===== config.mk =====
export PLATFORM = sky130hd
export DESIGN_NAME = pipeline_ctrl
export DESIGN_NICKNAME = d
export VERILOG_FILES = /design/src/rtl/pipeline_ctrl.sv
export SDC_FILE = /design/constraint.sdc
export NUM_CORES = 1
export LEC_CHECK = 0
export ABC_CLOCK_PERIOD_IN_PS = 6000
export CAP_MARGIN = 5
export CELL_PAD_IN_SITES_DETAIL_PLACEMENT = 0
export CELL_PAD_IN_SITES_GLOBAL_PLACEMENT = 1
export CORE_UTILIZATION = 45
export DETAILED_ROUTE_END_ITERATION = 16
export GPL_ROUTABILITY_DRIVEN = 0
export PLACE_DENSITY_LB_ADDON = 0.1
export SETUP_SLACK_MARGIN = 0.15
export SYNTH_ARGS = -nofsm -noshare
export SYNTH_HDL_FRONTEND = slang
export SYNTH_SLANG_ARGS = --single-unit

===== constraint.sdc =====
create_clock -name clk_i -period 6 [get_ports clk_i]
set_clock_uncertainty 0.2 [all_clocks]
set_input_delay 1.2 -clock clk_i [delete_from_list [all_inputs] [get_ports clk_i]]
set_output_delay 1.2 -clock clk_i [all_outputs]
set_load 0.01 [all_outputs]

===== src/rtl/pipeline_ctrl.sv =====
// ---------------------------------------------------------------------------
// pipeline_ctrl
//   Hazard, stall, flush and PC-select control for an in-order
//   IF/ID/RR/EXE/WB pipeline.
//   - Tracks outstanding register writes in a 32-entry pending scoreboard
//     (x0 never pending).
//   - Stalls the front end on RAW hazards or a busy EXE stage.
//   - Handles EXE branch redirects in the same cycle.
//   - Sequences exceptions RUN -> (DRAIN while EXE busy) -> REDIRECT -> RUN.
//   - Counts stalled RR cycles in a saturating 32-bit counter.
//
// Ports
//   clk_i, rstn_i             clock, asynchronous active-low reset
//   rr_*_i                    instruction at RR: valid, sources, use flags,
//                             destination, write enable
//   exe_busy_i                EXE holds a multicycle operation
//   wb_valid_i/wb_we_i/wb_rd_i  write-back this cycle
//   branch_taken_i, xcpt_i    EXE redirect / exception
//   stall_{if,id,rr,exe}_o    hold pipeline registers
//   flush_o                   invalidate IF/ID/RR
//   issue_o                   RR instruction enters EXE this cycle
//   next_pc_sel_o             00 PC+4, 01 branch, 10 exception vector, 11 hold
//   stall_cycles_o            stalled-RR cycle counter (saturating)
//
// Configuration
//   PIPECTRL_WB_BYPASS_EN     when defined, a source being written back in the
//                             current cycle is not treated as pending.
// ---------------------------------------------------------------------------
module pipeline_ctrl (
    input  logic        clk_i,
    input  logic        rstn_i,
    input  logic        rr_valid_i,
    input  logic [4:0]  rr_rs1_i,
    input  logic [4:0]  rr_rs2_i,
    input  logic        rr_use_rs1_i,
    input  logic        rr_use_rs2_i,
    input  logic [4:0]  rr_rd_i,
    input  logic        rr_we_i,
    input  logic        exe_busy_i,
    input  logic        wb_valid_i,
    input  logic        wb_we_i,
    input  logic [4:0]  wb_rd_i,
    input  logic        branch_taken_i,
    input  logic        xcpt_i,
    output logic        stall_if_o,
    output logic        stall_id_o,
    output logic        stall_rr_o,
    output logic        stall_exe_o,
    output logic        flush_o,
    output logic        issue_o,
    output logic [1:0]  next_pc_sel_o,
    output logic [31:0] stall_cycles_o
);

    typedef enum logic [1:0] {
        RUN      = 2'd0,
        DRAIN    = 2'd1,
        REDIRECT = 2'd2
    } state_t;

    localparam logic [1:0] PC_SEQ    = 2'b00;
    localparam logic [1:0] PC_BRANCH = 2'b01;
    localparam logic [1:0] PC_XVEC   = 2'b10;
    localparam logic [1:0] PC_HOLD   = 2'b11;

    state_t      state_q, state_d;
    logic [31:0] pend_q, pend_d;
    logic [31:0] stall_cycles_q, stall_cycles_d;

    logic        wb_write_s;
    logic        rs1_pend_s;
    logic        rs2_pend_s;
    logic        hazard_s;
    logic        front_stall_s;

    assign wb_write_s = wb_valid_i & wb_we_i;

    // RAW hazard detection against the pending scoreboard
    always_comb begin
        rs1_pend_s = pend_q[rr_rs1_i];
        rs2_pend_s = pend_q[rr_rs2_i];
`ifdef PIPECTRL_WB_BYPASS_EN
        // The register file writes through, so a value landing this cycle
        // is readable by RR in the same cycle.
        if (wb_write_s && (wb_rd_i == rr_rs1_i)) begin
            rs1_pend_s = 1'b0;
        end else begin
            rs1_pend_s = pend_q[rr_rs1_i];
        end
        if (wb_write_s && (wb_rd_i == rr_rs2_i)) begin
            rs2_pend_s = 1'b0;
        end else begin
            rs2_pend_s = pend_q[rr_rs2_i];
        end
`endif
        hazard_s = rr_valid_i & ((rr_use_rs1_i & rs1_pend_s) |
                                 (rr_use_rs2_i & rs2_pend_s));
    end

    // Control outputs and next-state selection
    always_comb begin
        state_d       = state_q;
        front_stall_s = 1'b0;
        issue_o       = 1'b0;
        flush_o       = 1'b0;
        next_pc_sel_o = PC_SEQ;
        case (state_q)
            RUN: begin
                front_stall_s = rr_valid_i & (hazard_s | exe_busy_i) & ~branch_taken_i;
                issue_o       = rr_valid_i & ~hazard_s & ~exe_busy_i &
                                ~branch_taken_i & ~xcpt_i;
                // Exception outranks a branch resolved in the same cycle.
                if (xcpt_i) begin
                    next_pc_sel_o = PC_HOLD;
                    state_d       = exe_busy_i ? DRAIN : REDIRECT;
                end else if (branch_taken_i) begin
                    next_pc_sel_o = PC_BRANCH;
                    flush_o       = 1'b1;
                end else begin
                    next_pc_sel_o = PC_SEQ;
                end
            end
            DRAIN: begin
                front_stall_s = 1'b1;
                next_pc_sel_o = PC_HOLD;
                state_d       = exe_busy_i ? DRAIN : REDIRECT;
            end
            REDIRECT: begin
                next_pc_sel_o = PC_XVEC;
                flush_o       = 1'b1;
                state_d       = RUN;
            end
            default: begin
                state_d = RUN;
            end
        endcase
    end

    assign stall_if_o     = front_stall_s;
    assign stall_id_o     = front_stall_s;
    assign stall_rr_o     = front_stall_s;
    assign stall_exe_o    = exe_busy_i;
    assign stall_cycles_o = stall_cycles_q;

    // Scoreboard update: write-back clears first so a same-cycle issue re-sets
    always_comb begin
        pend_d = pend_q;
        if (wb_write_s) begin
            pend_d[wb_rd_i] = 1'b0;
        end else begin
            pend_d = pend_q;
        end
        if (issue_o && rr_we_i && (rr_rd_i != 5'd0)) begin
            pend_d[rr_rd_i] = 1'b1;
        end else begin
            pend_d[rr_rd_i] = pend_d[rr_rd_i];
        end
        pend_d[0] = 1'b0;
    end

    // Saturating stall counter
    always_comb begin
        if (front_stall_s && (stall_cycles_q != 32'hFFFF_FFFF)) begin
            stall_cycles_d = stall_cycles_q + 32'd1;
        end else begin
            stall_cycles_d = stall_cycles_q;
        end
    end

    // State registers
    always_ff @(posedge clk_i or negedge rstn_i) begin
        if (!rstn_i) begin
            state_q        <= RUN;
            pend_q         <= 32'd0;
            stall_cycles_q <= 32'd0;
        end else begin
            state_q        <= state_d;
            pend_q         <= pend_d;
            stall_cycles_q <= stall_cycles_d;
        end
    end

endmodule


Word-level counts from Yosys, hierarchy flattened
Index checks and enable logic that the tools add are counted.
Widths: inputs -> output; s select.
{"block": "word_totals", "reg_bits": 65, "input_bits": 31, "output_inout_bits": 40, "word_cells": 64}
{"block": "classes", "n_addsub": 1, "order_cmp": 6, "n_eq_ne": 4, "muxes": 24, "n_bitwise": 19, "reduce_logical": 7}
{"operator": "$mux 32", "count": 2}
{"operator": "$add 32x1->32 const B", "count": 1}
{"operator": "$and 32x32->32", "count": 1}
{"operator": "$bwmux 32", "count": 1}
{"operator": "$ne 32x32->1 const B", "count": 1}
{"operator": "$not 32->32", "count": 1}
{"operator": "$or 32x32->32", "count": 1}
{"operator": "$lt 5x6->1 const B", "count": 4}
{"operator": "$bmux 1 s5", "count": 3}
{"operator": "$and 1x1->1", "count": 10}
{"operator": "$demux 1 s5", "count": 2}
{"operator": "$ge 5x1->1 const B", "count": 2}
{"operator": "$mux 1", "count": 9}
{"operator": "$mux 2", "count": 3}
{"operator": "$pmux 2 s3", "count": 1}
{"operator": "$logic_and 1x1->1", "count": 5}
{"operator": "$reduce_bool 5->1", "count": 1}
{"operator": "$not 1->1", "count": 4}
{"operator": "$pmux 1 s2", "count": 2}
{"operator": "$pmux 2 s2", "count": 1}
{"operator": "$eq 2x1->1 const B", "count": 1}
{"operator": "$eq 2x2->1 const B", "count": 1}
{"operator": "$logic_not 2->1", "count": 1}
{"operator": "$ne 2x2->1 const B", "count": 1}
{"operator": "$or 1x1->1", "count": 2}

Depth between registers and ports, before layout
Gate-level depths: netlist (run 1).
{"block": "depth", "ltp_word": 14, "depth_mapped": 11, "depth_no_buf": 8}

Worst setup path after synthesis (run 1)
No wires, ideal clock.
{"block": "synth_path", "path_kind": "input -> output", "start": "in rr_rs1_i[0]", "end": "out stall_if_o", "t_arrival_ps": 2994, "t_required_ps": 4600, "setup_slack_ps": 1606, "path_stages": 8, "path_buffers": 2, "path_cell_list": "buf_2 mux4_2 nor3b_1 o21bai_1 a41oi_1 a21oi_1 or2_2 buf_4"}
{"block": "synth_between", "elab_chain_len": 9}
{"element": "start, declared", "line_no": "33", "text": "input logic [4:0] rr_rs1_i,"}
{"element": "$bmux 1 s5", "line_no": "80", "text": "rs1_pend_s = pend_q[rr_rs1_i];"}
{"element": "$mux 1 (implied by the code)", "line_no": "80"}
{"element": "$and 1x1->1", "line_no": "96", "text": "hazard_s = rr_valid_i & ((rr_use_rs1_i & rs1_pend_s) |"}
{"element": "$or 1x1->1", "line_no": "96"}
{"element": "$and 1x1->1", "line_no": "96"}
{"element": "$or 1x1->1", "line_no": "109", "text": "front_stall_s = rr_valid_i & (hazard_s | exe_busy_i) & ~branch_taken_i;"}
{"element": "$and 1x1->1 (2 in a row)", "line_no": "109"}
{"element": "$pmux 1 s2", "line_no": "107", "text": "case (state_q)"}
{"element": "end, declared", "line_no": "45", "text": "output logic stall_if_o,"}
Every way passes these cells. The select of a mux whose other input is x is not followed.

Worst setup path after layout (run 1)
{"block": "layout_path", "start": "in rr_rs2_i[0]", "end": "out stall_if_o"}
{"block": "layout_between", "elab_chain_len": 9}
{"element": "start, declared", "line_no": "34", "text": "input logic [4:0] rr_rs2_i,"}
{"element": "$bmux 1 s5", "line_no": "81", "text": "rs2_pend_s = pend_q[rr_rs2_i];"}
{"element": "$mux 1 (implied by the code)", "line_no": "81"}
{"element": "$and 1x1->1", "line_no": "97", "text": "(rr_use_rs2_i & rs2_pend_s));"}
{"element": "$or 1x1->1", "line_no": "96"}
{"element": "$and 1x1->1", "line_no": "96"}
{"element": "$or 1x1->1", "line_no": "109"}
{"element": "$and 1x1->1 (2 in a row)", "line_no": "109"}
{"element": "$pmux 1 s2", "line_no": "107"}
Every way passes these cells. The select of a mux whose other input is x is not followed.

==> flow_results.org, run 1 <==
** Clock network
- The H-tree generated during clock tree synthesis spans 3 levels.
- After clock tree synthesis, the repair step resized 0 gates.
- Number of hold-repair buffers added at the cts stage :: 0
- The longest clock path from root to sink contains 2 buffers.
- The tree built by TritonCTS fans out to 65 sinks.
- TritonCTS built the clock tree.
- Clock-pin slew was measured on the worst setup and hold paths at 0.08 ns.
- Root buffer selected by CTS :: clkbuf_8
- Buffers inserted during clock tree synthesis total 9.
- Clock Latency Late Sink :: 0.36 ns
- Once the clock tree was built, the setup fixing pass inserted 0 buffers.

** Timing
- Final clock period utilization by the worst path :: 93.3%
- Setup violations remaining at the end of the flow were counted as 0.
- Final-report hold violation count :: 0
- Transition at the pin with the smallest max-transition slack :: 0.945 ns
- Final Critical Period :: 5.60 ns
- Worst relative slew slack :: 37.0%
- Static timing analysis puts the maximum clock frequency at 0.179 GHz.
- Fin Setup TNS :: 0 ns
- Setup repair after global routing left no endpoint under its margin.
- The max-slew violation count came to 0.

** Logic synthesis
- Post-synthesis share of cell area spent on full adders, half adders and majority gates :: 1.36%
- Averaged over all synthesized cells, the footprint is 11.5 sq um.
- By area, the combinational part of the netlist is dominated by multiplexers.
- Sequential-to-total area share from yosys stat :: 35.5%
- Fraction of synthesis flops using an asynchronous set or reset pin :: 100%
- Count of mapped cells out of synthesis :: 400
- After Yosys synthesis, and, or, nand and nor cells account for 18.1% of the synthesized area.
- In this run, synthesis produced a sequential element count of 65.
- Count of yosys warnings during synthesis :: 0
- Post-synthesis compound-gate area fraction :: 8.76%
- The number of nets in the synthesized netlist is 436.
- Post-Synthesis Cell Area :: 4580 sq um
- For this run, the leading register cell type out of synthesis is dfrtp_1.
- Counting flops with a built-in enable in the synthesized netlist gives 0.
- The synthesized netlist contains 57 unique library cells.
- Of the post-synthesis cell area, the part taken by muxes is 26.5%.
- Post-Synth XOR/XNOR Area :: 5.92%

** Layout
- Sequential cell area :: 1630 sq um
- Finished Layout Cells :: 602
- The filler cells instantiated in the layout total 898.
- Post-route standard cell area excluding fillers :: 5580 sq um
- From synthesis to final layout, the design area changed by 21.7%.
- The library cell used most frequently in the layout, excluding fill and tap cells, is clkdlybuf4s50_1.
- Final Net Count :: 500
- Footprint of the multi-input gates :: 2790 sq um
- Fraction of layout cells with a size suffix above 1 :: 17.1%
- The number of antenna diodes in the final layout is 0.
- The top cell types in the final layout, fill and taps aside, are 69 x clkdlybuf4s50_1, 65 x dfrtp_1, 35 x nand2_1, 30 x mux2i_4, 27 x xnor2_1.

** Placed design
- The number of placed instances, taps included, is 586.
- Detailed placer's ending HPWL :: 8420 um
- Count of input and output buffers :: 70
- Area after detailed placement :: 5350 sq um

** GRT
- For this run, the total global-route usage over all layers was measured as 23.6%.
- Vias in the first global route :: 3395
- The first global-routing pass estimated 18500 um of wire.
- Global routing finished with a remaining overflow of 0.
- Number of antenna violations at the first check in global routing :: 0
- Entering global routing, the biggest net connects 66 pins.

** Power
- Static Leakage :: 2.10 nW
- In this run the power density over the cells is 304 nW/um^2.
- Across the VDD grid, the largest voltage drop is 0.169 mV.

** Critical path
- STA puts the critical path data required time at 4.60 ns.
- Origin of the worst setup path :: rr_rs2_i[0]
- Along the worst path, the maximum fanout reaches 9.
- STA puts the critical path data arrival time at 4.20 ns.
- The worst setup path is captured at an output port.
- Worst setup path class :: input port to output port
- Type of element launching the critical path :: input port
- Beginning of the worst register-to-register path :: pend_q[5]

** Floorplan
- In this run the vertical extent of the chip is 103 um.
- In this run the core area contains 36 standard-cell rows.
- From left edge to right edge, the die measures 103 um.
- I/O pin count :: 71
- Initial standard-cell utilization of the core :: 46.7%
- The floorplan step defined a die boundary enclosing 10600 sq um.
- Floorplan core area :: 9820 sq um

** Route
- Once detail routing completed, the nets flagged for antenna violations numbered 0.
- For this block, the initial DRC count from the detailed router was 153.
- For this run, design rule violations remaining after detail routing come to 0.
- Summing over every cut layer, the via total after detailed routing is 3520.
- First drt pass iteration count :: 5
- Average wire per standard cell :: 19.3 um
- Drt total wl :: 11600 um
- Dividing the detail-routed via count by the number of cells gives 5.85.

** Min path
- The tightest min-delay check is of the register to register type.
- Start point of the worst min-delay path :: stall_cycles_o[17]

** Status
- The run finished with clean final reports.

** Flow run
- Across the run, the number of max-cap violations was 0.
## worst max-delay path, cell delays in order
cell	delay, ns
clkdlybuf4s50_1	0.80
mux4_2	0.59
a221oi_2	0.28
a21oi_1	0.08
o31ai_2	0.25
a21oi_1	0.15
or2_2	0.34
clkdlybuf4s50_1	0.49
## cells by family (layout without fill, tap and decap cells)
group,after synthesis,in the layout
mux,60,60
simple gates,153,153
fa+ha+maj,5,5
xor+xnor,31,31
compound gates,59,59
buf+inv,27,96
flops,65,65
## registers in the layout, summed over array words and instances, names as in the netlist
name and flops:
state_q 2, stall_cycles_o 32, pend_q 31
## path summary, 6_finish.rpt
| path | depth (start not counted) | slack, ns | endpoint |
|---|---|---|---|
| max | 8 | 0.40 | stall_if_o |
| min | 1 | 0.29 | stall_cycles_o[17] |
| max reg2reg | 8 | 2.89 | stall_cycles_o[19] |
| min reg2reg | 1 | 0.29 | stall_cycles_o[17] |
| max in group asynchronous | 2 | 4.22 | pend_q[10] |
| min in group asynchronous | 2 | 0.81 | stall_cycles_o[31] |
## routing by layer
metal | up-vias | global-route usage, % | wire [um]
met2 | 134 | 33.5 | 5070
met5 | - | 0 | 0
met4 | 0 | 5.42 | 93
met3 | 9 | 7.53 | 1010
li1 | 1626 | - | -
met1 | 1751 | 35.0 | 5420
## Yosys cell counts (3+ instances only)
| master | n | area share [%] |
|---|---|---|
| dfrtp_1 | 65 | 35 |
| nand2_1 | 35 | 2.9 |
| mux2i_4 | 30 | 15 |
| xnor2_1 | 27 | 5.2 |
| o21ai_0 | 26 | 2.8 |
| nor2_1 | 22 | 1.8 |
| mux4_2 | 19 | 9.3 |
| nand4_1 | 16 | 2.2 |
| and3_1 | 15 | 2.0 |
| nand3_1 | 12 | 1.3 |
| nor3_1 | 12 | 1.3 |
| mux2i_1 | 9 | 2.0 |
| nor2b_1 | 9 | 1.2 |
| buf_6 | 8 | 2.0 |
| nand2b_1 | 8 | 1.1 |
| clkbuf_1 | 7 | 0.57 |
| nor3b_1 | 6 | 0.98 |
| ha_1 | 5 | 1.4 |
| inv_1 | 5 | 0.41 |
| nand3b_1 | 5 | 0.82 |
| and4_1 | 4 | 0.76 |
| o211ai_1 | 4 | 0.66 |
| xor2_1 | 4 | 0.76 |
| a21oi_1 | 3 | 0.33 |
| buf_4 | 3 | 0.49 |
| o21ai_1 | 3 | 0.33 |
## area by class of cell
class,instances,area share (%)
multi-input cells,308,50.1
flip-flops and latches,65,29.2
repair buffers,75,13.4
well taps,133,2.98
clock buffers,10,2.47
clock inverters,6,1.61
inverters,5,0.336
## power breakdown
group          switching, mW  internal, mW
combinational          0.310         0.330
clock                  0.187         0.247
sequential             0.101         0.522
total                  0.597          1.10
## metrics by stage
stage	util, %	hold WS [ns]	setup slack (ns)	power [mW]
2_1_floorplan	-	0.315	1.61	1.06
3_3_place_gp	54.5	0.278	0.413	1.25
3_5_place_dp	54.5	0.283	0.358	1.27
4_1_cts	56.8	0.294	0.350	1.71
5_1_grt	56.8	0.304	0.200	1.79
6_report	56.8	0.292	0.405	1.70
(Power assumes the default switching activity.)
==> run 2: changes to the inputs <==
--- a/config.mk
+++ b/config.mk
@@ -5,11 +5,11 @@
 export SDC_FILE = /design/constraint.sdc
 export NUM_CORES = 1
 export LEC_CHECK = 0
-export ABC_CLOCK_PERIOD_IN_PS = 6000
-export CAP_MARGIN = 5
+export ABC_CLOCK_PERIOD_IN_PS = 4500
+export CAP_MARGIN = 20
 export CELL_PAD_IN_SITES_DETAIL_PLACEMENT = 0
 export CELL_PAD_IN_SITES_GLOBAL_PLACEMENT = 1
-export CORE_UTILIZATION = 45
+export CORE_UTILIZATION = 39
 export DETAILED_ROUTE_END_ITERATION = 16
 export GPL_ROUTABILITY_DRIVEN = 0
 export PLACE_DENSITY_LB_ADDON = 0.1
==> constraint.sdc (replaced) <==
create_clock -name clk_i -period 4.5 [get_ports clk_i]
set_clock_uncertainty 0.2 [all_clocks]
set_input_delay 0.9 -clock clk_i [delete_from_list [all_inputs] [get_ports clk_i]]
set_output_delay 0.9 -clock clk_i [all_outputs]
set_load 0.01 [all_outputs]
==> run 2 against run 1 <==
Against the previous run:
- worst hold slack got worse by 0.0043 ns
- flip-flop and latch count unchanged
- non-clock buffer count increased by 28
- critical endpoint is now stall_id_o
- register-to-register slack got worse by 1.4 ns
- sequential power increased by 35%
- first-iteration DRC count increased by 82%
- global-route usage decreased by 1.9 points
- design area increased by 5.6%
==> flow_results.org, run 2 (synthesized netlist as in run 1, its figures left out) <==
** GRT
- First-pass GRT wire length :: 20700 um (+12%)
- Maximum number of pins on one net before global-route repair :: 40 (-39%)
- Number of antenna violations at the first check in global routing :: 0 (unchanged)
- Global route total overflow :: 0 (unchanged)
- The total global routing track utilization is 21.7% (-1.9 points).
- Vias in the first global route :: 3789 (+12%)

** Floorplan
- The core box area is 11400 sq um (+16%).
- Height of the die :: 110 um (+7.3%)
- Total die area :: 12200 sq um (+15%)
- The initial core utilization came to 40.1% (-6.5 points).
- The I/O pin count was 71 (unchanged).
- The number of core rows came to 39 (+8.3%).
- The floorplan die width came to 110 um (+7.3%).

** Power
- The peak ir drop on the vdd network is 0.275 mV (+63%).
- Power density cells :: 409 nW/um^2 (+34%)
- The total power came to 2.41 mW (+42%).
- The leakage power total is 2.29 nW (+9.3%).

** Timing
- The transition time of the tightest slew-check pin was 0.905 ns (-0.0401 ns).
- Worst relative slew slack :: 39.7% (+2.7 points)
- Maximum frequency from static timing analysis :: 0.234 GHz
- Count of final setup violators :: 0 (unchanged)
- The final-layout setup total negative slack was 0 ns (unchanged).
- Final-report hold violation count :: 0 (unchanged)
- Hold Worst Slack :: 0.288 ns (-0.00430 ns)
- The max-slew violation count was 0 (unchanged).
- The worst path needs 4.27 ns of the cycle, external delays included.
- The worst path uses 94.9% of the clock period.
- Setup repair after global routing could not meet its margin everywhere.

** Clock network
- The post-CTS clock slew at the launch and capture registers of the worst setup and hold paths was 0.05 ns (-0.03 ns).
- The hold-fix buffer count after cts is 0 (unchanged).
- Maximum level of the CTS H-tree :: 3 (unchanged)
- Buffers from clock root to sink, at most :: 2 (unchanged)
- The number of buffers created by CTS is 9 (unchanged).
- Clock tree synthesis selected as its root buffer the cell clkbuf_16.
- Num Clock Sinks :: 65 (unchanged)
- The insertion delay of the later-clocked pin in the worst-skew pair came to 0.34 ns (-0.02 ns).
- Clock tree from TritonCTS :: built

** Min path
- Instance count along the most critical hold path :: 1 (unchanged)
- Path type of the worst min-delay path :: register to register
- For hold timing, the worst endpoint is stall_cycles_o[10].
- Start point of the worst min-delay path :: stall_cycles_o[10]

** Layout
- The footprint of the multi-input gates was 2810 sq um (+0.67%).
- Area growth syn-to-layout :: 28.5%
- The fraction of layout instances using a drive strength above 1 came to 22.1% (+5.1 points).
- Final Net Count :: 528 (+5.6%)
- The antenna diode instance count was 0 (unchanged).
- Most frequent standard cell in the layout excluding fill and tap cells :: dfrtp_1
- The number of flip-flops under the largest register name is 32 (unchanged).
- The library cells used most frequently in the layout, excluding fill and tap cells, are 65 x dfrtp_1, 63 x clkdlybuf4s50_1, 35 x nand2_1, 30 x mux2i_4, 30 x buf_4.
- Final-layout fill cell count :: 1076 (+20%)
- Sequential cell area :: 1630 sq um (unchanged)

** Route
- The first-iteration detailed-routing DRC count is 278 (+82%).
- The DRC violation count after routing was 0 (unchanged).
- The routed length per instance was 19.5 um (+1.3%).
- Detailed-route vias per instance :: 5.72 (-2.2%)
- The total wirelength of the detailed-routed design came to 12500 um (+7.7%).
- The via count of the routed design is 3658 (+3.9%).
- The number of nets with antenna violations after detailed routing was 0 (unchanged).
- The detailed-routing iteration count for the pre-antenna-repair pass came to 5 (unchanged).

** Critical path
- The worst setup path is launched from an input port.
- The data arrival at the endpoint of the critical path was 3.17 ns (-1.03 ns).
- The worst setup path is captured at an output port.
- The endpoint identified for the worst register-to-register timing path is stall_cycles_o[13].
- Required @ worst endpoint :: 3.40 ns (-1.20 ns)
- The path depth of the worst reg2reg path is 11 (+3).
- Setup slack, reg-to-reg :: 1.53 ns (-1.36 ns)
- Max FO, Critical Path :: 7 (-2)
- The worst register-to-register path begins at pend_q[20].
- Worst setup path class :: input port to output port

** Flow run
- Number of violations of the max-capacitance limit :: 0 (unchanged)

** Placed design
- Detailed placer's ending HPWL :: 9180 um (+9.1%)
- Count of input and output buffers :: 70 (unchanged)

** Status
- Status :: complete, no violations
run 2: cell types whose count changed in the layout (fill, tap and decap cells not counted), sizes merged:
cell,change
clkdlybuf4s15,+1
inv,-1
clkinv,+2
buf,+28
dlygate4sd2,+4
clkbuf,+2
clkinvlp,-1
dlymetal6s2s,+1
clkdlybuf4s50,-6
bufinv,-2
run 2: what timing repair did:
item,4_1_cts,5_1_grt
setup endpoints to repair,4,4
gates resized for setup,8,5
pin swaps,2,4
setup buffers,3,0
run 2: through the flow:
step                      area [sq um]  cells  util, %  worst slack [ns]
after floorplan                   4580    400        -             0.706
after global placement            5560    621     48.7            -0.229
after detailed placement          5560    621     48.7            -0.263
after CTS                         5880    640     51.5             0.165
after global routing              5890    640     51.6             0.120
final                             5890    640     51.6             0.229
run 2: critical path, stage by stage:
cell	delay [ns]
clkdlybuf4s50_1	0.47
buf_6	0.14
mux4_2	0.49
mux2i_1	0.16
a32oi_1	0.13
a41oi_2	0.24
a21oi_2	0.11
or2_4	0.26
dlygate4sd2_1	0.28
run 2: report_power, final:
part	total, mW	internal (mW)	switching (mW)
logic	0.907	0.479	0.428
clock network	0.664	0.403	0.261
registers	0.838	0.698	0.140
run 2: worst max path at each step:
stage                     start    endpoint  cells past startpoint
CTS                 rr_rs1_i[0]  stall_id_o                      9
global route        rr_rs1_i[1]  stall_id_o                      9
floorplan           rr_rs1_i[0]  stall_if_o                      8
global placement    rr_rs2_i[0]  stall_id_o                      9
finish              rr_rs1_i[1]  stall_id_o                      9
detailed placement  rr_rs2_i[0]  stall_id_o                      9
run 2: layer usage:
metal	GRT usage, %	wire length, um	part of all wire, %
met4	8.09	191	1.5
met3	4.83	691	5.5
met1	30.5	5930	48
met5	0	0	0
met2	32.6	5670	45
run 2: final cells by class:
class | count | share of cell area [%]
Clock inverter | 4 | 0.467
Tap cell | 143 | 3.04
Sequential cell | 65 | 27.6
Multi-Input combinational cell | 308 | 47.7
Inverter | 5 | 0.319
Timing Repair Buffer | 103 | 16.5
Clock buffer | 12 | 4.35
